==> src/rtl/uart_tx_feeder.sv <==
// -----------------------------------------------------------------------------
// uart_tx_feeder
//
// Buffered, paced byte source for a simplex UART transmitter that has no
// busy/ready handshake. Producer bytes are queued in a circular FIFO; the
// pacing FSM pops one byte at a time, presents it on o_frame together with a
// single-cycle o_send pulse, and then waits a fixed frame-hold interval
// (10-bit frame + 1 guard bit) before the next pop.
//
// Ports:
//   CLK         system clock, all logic on the rising edge
//   RST         synchronous reset, active-high
//   i_wr_en     write strobe; byte stored when i_wr_en=1 and o_full=0
//   i_wr_data   byte to enqueue
//   o_full      FIFO holds Depth entries (registered)
//   o_empty     FIFO holds 0 entries (registered)
//   o_level     current entry count (registered)
//   o_overflow  sticky flag, set by a write attempt while full
//   o_send      one-cycle pulse to the transmitter's i_send
//   o_frame     byte for the transmitter's i_frame, stable through the hold
//   o_busy      high while a frame is being sent or held
// -----------------------------------------------------------------------------
module uart_tx_feeder #(
   parameter int ClockFrequency = 50_000_000,
   parameter int BaudRate       = 115200,
   parameter int Depth          = 16
) (
   input  logic                       CLK,
   input  logic                       RST,
   input  logic                       i_wr_en,
   input  logic [7:0]                 i_wr_data,
   output logic                       o_full,
   output logic                       o_empty,
   output logic [$clog2(Depth+1)-1:0] o_level,
   output logic                       o_overflow,
   output logic                       o_send,
   output logic [7:0]                 o_frame,
   output logic                       o_busy
);

   // ---------------------------------------------------------------------------
   // Derived constants
   // ---------------------------------------------------------------------------
   localparam int TicksPerBit = ClockFrequency / BaudRate;
   localparam int HoldCycles  = 11 * TicksPerBit;
   localparam int PtrW        = (Depth > 1) ? $clog2(Depth) : 1;
   localparam int LvlW        = $clog2(Depth + 1);
   localparam int CntW        = (HoldCycles > 1) ? $clog2(HoldCycles) : 1;

   localparam logic [LvlW-1:0] LvlFull  = LvlW'(Depth);
   localparam logic [CntW-1:0] HoldLoad = CntW'(HoldCycles - 1);

   // Reject parameter sets that would give a zero bit period or a FIFO whose
   // pointers cannot wrap naturally.
   generate
      if (TicksPerBit < 1) begin : g_bad_baud
         $error("uart_tx_feeder: ClockFrequency/BaudRate must be at least 1");
      end
      if ((Depth < 2) || ((Depth & (Depth - 1)) != 0)) begin : g_bad_depth
         $error("uart_tx_feeder: Depth must be a power of two and at least 2");
      end
   endgenerate

   // ---------------------------------------------------------------------------
   // State and storage
   // ---------------------------------------------------------------------------
   typedef enum logic [1:0] {
      ST_IDLE = 2'd0,
      ST_SEND = 2'd1,
      ST_WAIT = 2'd2
   } state_t;

   state_t            state_r;
   logic [7:0]        mem_r [Depth];
   logic [PtrW-1:0]   wr_ptr_r;
   logic [PtrW-1:0]   rd_ptr_r;
   logic [LvlW-1:0]   level_r;
   logic [LvlW-1:0]   level_next_s;
   logic              full_r;
   logic              empty_r;
   logic              overflow_r;
   logic              wr_ok_s;
   logic              pop_s;
   logic [CntW-1:0]   hold_cnt_r;
   logic              send_r;
   logic              busy_r;
   logic [7:0]        frame_r;

   // Write acceptance, pop request and next FIFO level.
   always_comb begin
      wr_ok_s      = 1'b0;
      pop_s        = 1'b0;
      level_next_s = level_r;

      // A write while full is dropped even if a pop happens in the same cycle.
      wr_ok_s = i_wr_en & ~full_r;
      // Only the idle state drains the FIFO; the registered empty flag is the
      // view the FSM acts on.
      pop_s   = (state_r == ST_IDLE) & ~empty_r;

      case ({wr_ok_s, pop_s})
         2'b10:   level_next_s = level_r + LvlW'(1);
         2'b01:   level_next_s = level_r - LvlW'(1);
         default: level_next_s = level_r;
      endcase
   end

   // FIFO storage array; not reset, stale contents are never read because
   // the level counter gates every pop.
   always_ff @(posedge CLK) begin
      if (wr_ok_s) begin
         mem_r[wr_ptr_r] <= i_wr_data;
      end
   end

   // FIFO pointers, level and status flags.
   always_ff @(posedge CLK) begin
      if (RST) begin
         wr_ptr_r   <= '0;
         rd_ptr_r   <= '0;
         level_r    <= '0;
         full_r     <= 1'b0;
         empty_r    <= 1'b1;
         overflow_r <= 1'b0;
      end else begin
         // Depth is a power of two, so the pointers wrap Depth-1 -> 0 by
         // plain modular increment.
         if (wr_ok_s) begin
            wr_ptr_r <= wr_ptr_r + PtrW'(1);
         end
         if (pop_s) begin
            rd_ptr_r <= rd_ptr_r + PtrW'(1);
         end
         level_r <= level_next_s;
         full_r  <= (level_next_s == LvlFull);
         empty_r <= (level_next_s == '0);
         if (i_wr_en & full_r) begin
            overflow_r <= 1'b1;
         end
      end
   end

   // Pacing FSM with registered send/busy/frame outputs.
   always_ff @(posedge CLK) begin
      if (RST) begin
         state_r    <= ST_IDLE;
         send_r     <= 1'b0;
         busy_r     <= 1'b0;
         frame_r    <= 8'h00;
         hold_cnt_r <= '0;
      end else begin
         case (state_r)
            ST_IDLE: begin
               send_r <= 1'b0;
               if (pop_s) begin
                  // Frame byte and pulse appear together on the next cycle.
                  frame_r <= mem_r[rd_ptr_r];
                  send_r  <= 1'b1;
                  busy_r  <= 1'b1;
                  state_r <= ST_SEND;
               end else begin
                  busy_r  <= 1'b0;
               end
            end
            ST_SEND: begin
               send_r     <= 1'b0;
               busy_r     <= 1'b1;
               hold_cnt_r <= HoldLoad;
               state_r    <= ST_WAIT;
            end
            ST_WAIT: begin
               send_r <= 1'b0;
               // HoldCycles wait cycles: counter runs HoldCycles-1 down to 0.
               if (hold_cnt_r == '0) begin
                  busy_r  <= 1'b0;
                  state_r <= ST_IDLE;
               end else begin
                  busy_r     <= 1'b1;
                  hold_cnt_r <= hold_cnt_r - CntW'(1);
               end
            end
            default: begin
               send_r  <= 1'b0;
               busy_r  <= 1'b0;
               state_r <= ST_IDLE;
            end
         endcase
      end
   end

   assign o_full     = full_r;
   assign o_empty    = empty_r;
   assign o_level    = level_r;
   assign o_overflow = overflow_r;
   assign o_send     = send_r;
   assign o_frame    = frame_r;
   assign o_busy     = busy_r;

endmodule

==> config.mk <==
export PLATFORM = sky130hd
export DESIGN_NAME = uart_tx_feeder
export DESIGN_NICKNAME = d
export VERILOG_FILES = /design/src/rtl/uart_tx_feeder.sv
export SDC_FILE = /design/constraint.sdc
export NUM_CORES = 1
export LEC_CHECK = 0
export CORE_ASPECT_RATIO = 1.4
export CORE_UTILIZATION = 35
export CTS_BUF_LIST = sky130_fd_sc_hd__clkbuf_16
export CTS_CLUSTER_DIAMETER = 80
export DETAILED_ROUTE_END_ITERATION = 16
export PLACE_DENSITY = 0.56
export SYNTH_ARGS = -nofsm -noshare
export SYNTH_HDL_FRONTEND = slang
export SYNTH_SLANG_ARGS = --single-unit
==> constraint.sdc <==
create_clock -name CLK -period 3.97 [get_ports CLK]
set_clock_uncertainty 0.2 [all_clocks]
set_input_delay 0.9925 -clock CLK [delete_from_list [all_inputs] [get_ports CLK]]
set_output_delay 0.9925 -clock CLK [all_outputs]
set_load 0.005 [all_outputs]
==> key figures <==
Layout
  • Fill cells: ~1800
  • Nets@finish: approximately 500
  • Area grow syn2layout: 18.52%
  • Antenna Cells: 0
  • Share of post-route cells with drive strength above 1: between 20% and 30%

Route
  • Number of nets with antenna violations after routing: 0
  • Vias per std cell: around 5.1
  • Drt drc: 0
  • Via count: between 3000 and 4000
  • Drt total wl: 13030 µm
  • Starting DRT DRC Count: 380
  • 1st-pass router iterations: 4
  • Routed length per instance: 17.56 µm

Yosys
  • Area contributors post-synth: edfxtp_1, mux4_2, dfxtp_1
  • Post-synth EDFFs: about 130
  • Post-Synthesis Cells: 435
  • Yosys top cell area share: a little under three fifths
  • Netlist cell types: 50
  • Mapped Area: slightly below 7000 µm²
  • Avg Synthesized Cell Area: ~16 µm²
  • Yosys warnings: 0
  • Synth Area in Simple Gates: under 10%
  • Compound-cell area share of the yosys netlist: approximately 5.3%
  • Syn Nets: between 400 and 500
  • Largest area contributor in the synthesized netlist: edfxtp_1
  • Synth Register Bits: around 170
  • Asr flop ratio synth: 0%
  • Post-synthesis mux area share: 13.27%
  • XOR/XNOR Fraction of Synth Area: ~2.0%
  • Main synth FF type: edfxtp_1
  • Top cells by count, synth: edfxtp_1, dfxtp_1, mux4_2
  • Post-synthesis adder-cell area fraction: roughly 1.6%
  • Register area share after synthesis: 67.94%
  • Top-count cell post-synth: edfxtp_1
  • Largest family of logic cells by synthesized area: multiplexers

Floorplanning
  • Starting Density: 35.72%
  • I/O Pins: 29
  • Die Area: about 20000 µm²
  • Row count: 60
  • Core area: roughly 19000 µm²
  • Die Wd: 120.4 µm
  • Die Ht: around 170 µm

Min path
  • Hold Crit Class: flip-flop to flip-flop

GRT
  • Antenna violations before repair: 0
  • Pin count of the biggest net entering global routing: 36
  • GRT overflow: 0
  • GR peak layer: met2
  • Total track usage: around 14%
  • First-pass GRT wire length: between 20000 and 25000 µm
  • Grt met2 use: roughly 26%
  • Vias in the first global route: between 3000 and 4000
  • M3 GR Usage: 3.406%
  • Met1 Track Usage GR: roughly 16%

STA
  • Hold WS: roughly 260 ps
  • RSZ-0062 raised after global routing: false
  • Fmax: roughly 290 MHz
  • Slew Limit Fails: 0
  • Slew headroom: between 50 and 60%
  • Hold Vio Cnt, Final: 0
  • Setup TNS: 0 ps
  • Final setup viols: 0
  • Crit path time final: roughly 3400 ps
  • Worst Tran Pin Value: between 700 and 800 ps
  • Final cycle utilization of the critical path: between 80 and 90%

Setup path
  • Crit path DAT: between 3000 and 4000 ps
  • Crit Path Class: input pin to flip-flop
  • Reg-to-Reg End: o_full$_SDFF_PP0_
  • Startpoint Class: input pin
  • Setup crit end: o_full$_SDFF_PP0_
  • Critical path endpoint category: flip-flop
  • Flop-to-flop setup slack: 730 ps
  • Critical path startpoint: i_wr_en
  • Crit Reg-Reg Startpoint: state_r[1]$_SDFFE_PP0P_
  • Crit Path Max Fanout: 8
  • CP required: ~4000 ps
  • Reg2Reg Depth: 10

Clock network
  • CTS clk-pin slew, worst paths: 70 ps
  • Clock sinks: roughly 170
  • Postcts setup bufs: 0
  • CTS tree: done
  • CTS resizes: 0
  • Clock buffer depth: 2
  • Total CTS buffers: 17
  • H-tree levels: 4
  • Cts hold-fix bufs: 0
  • Skew-Pair Late Insertion Delay: approximately 420 ps
  • Clk root buf: clkbuf_16

Power and ir drop
  • P_leak: about 2.6 nW
  • PD cells: about 650 nW/µm²
  • Max IR drop VDD: 0.4000 mV
  • Power, Total: 5.304 mW

Outcome
  • Status: finished clean

Run
  • MaxCap Viol Count: 0

Placed design
  • IO Port Bufs: 28
  • Detail Placement HPWL: slightly above 9000 µm
  • GP Congestion: about 0.8
[cell type report]
class | count | area [µm²] | share of cell area, %
Multi-Input combinational cell | 232 | 2067 | 25.40
Clock inverter | 15 | 168.9 | 2.076
Clock buffer | 17 | 425.4 | 5.228
Tap cell | 248 | 310.3 | 3.814
Inverter | 11 | 41.29 | 0.5075
Sequential cell | 169 | 4666 | 57.34
Timing Repair Buffer | 50 | 457.9 | 5.628
[power breakdown]
group	internal (mW)	total (mW)	switching, mW	leakage, nW
Clock	0.847	1.61	0.761	0.284
Combinational	0.700	1.45	0.751	0.859
Sequential	2.07	2.24	0.178	1.49
[placed cells by master, fill, tap and decap left out, drive strengths merged, types with 2 or more instances in the layout]
cell	synthesis	final
edfxtp	128	128
dfxtp	41	41
mux4	40	40
nor2	39	39
nand2	31	31
clkdlybuf4s50	0	28
buf	8	22
a21oi	21	21
inv	10	18
clkbuf	15	17
nor3	12	12
xnor2	10	10
ha	9	9
a211oi	8	8
nand2b	6	6
xor2	6	6
clkinv	1	6
nor4	4	4
nand4	4	4
or4	4	4
o31ai	3	3
nand3	3	3
o21ai	3	3
a2111oi	3	3
nor2b	2	2
a21o	2	2
a31oi	2	2
a31o	2	2
clkinvlp	0	2
or3	2	2
[registers in the layout, summed over array words and instances, names as in the netlist]
register	cells
mem_r	128
hold_cnt_r	13
o_frame	8
o_level	5
rd_ptr_r	4
wr_ptr_r	4
state_r	2
o_busy	1
o_empty	1
o_full	1
o_overflow	1
o_send	1
[kinds of logic (layout without fill, tap and decap cells)]
logic type / Yosys count / in the layout
DFF: 169 / 169
and+or+nand+nor: 113 / 113
AOI/OAI and AO/OA: 53 / 53
muxes: 41 / 41
buffers and inverters: 34 / 93
xor gates and xnor gates: 16 / 16
adders and majority gates: 9 / 9
[worst max-delay path, cell delays in order]
cell and delay, ps:
clkdlybuf4s50_1 470, nor2b_1 190, clkinv_1 110, buf_4 170
ha_1 440, inv_1 100, o311ai_0 520, o21ai_0 220
a2111oi_2 360
[per-stage QoR]
step	instance area [µm²]	utilization [%]	instances	worst slack [ps]
floorplan	6865	-	435	736.0
global placement	7542	39.24	710	258.9
detailed placement	7542	39.24	710	139.0
CTS	8137	42.34	742	572.6
global route	8137	42.34	742	435.3
finish	8137	42.34	742	520.6
[how the worst min path moves through the flow]
| stage | startpoint | end | cells after the start |
|---|---|---|---|
| finish | o_frame[4]$_SDFFE_PP0P_ | o_frame[4]$_SDFFE_PP0P_ | 2 |
| global route | o_frame[4]$_SDFFE_PP0P_ | o_frame[4]$_SDFFE_PP0P_ | 2 |
| CTS | o_frame[4]$_SDFFE_PP0P_ | o_frame[4]$_SDFFE_PP0P_ | 2 |
| detailed placement | o_frame[4]$_SDFFE_PP0P_ | o_frame[4]$_SDFFE_PP0P_ | 2 |
| global placement | o_frame[4]$_SDFFE_PP0P_ | o_frame[4]$_SDFFE_PP0P_ | 2 |
| floorplan | hold_cnt_r[0]$_SDFFE_PP0P_ | hold_cnt_r[0]$_SDFFE_PP0P_ | 1 |
[metal layers]
metal	vias to the layer above	wire, µm
met4	0	143
met2	81	7232
met3	16	448
li1	1770	-
met5	-	0
met1	1886	5202
(Power assumes the default switching activity.)
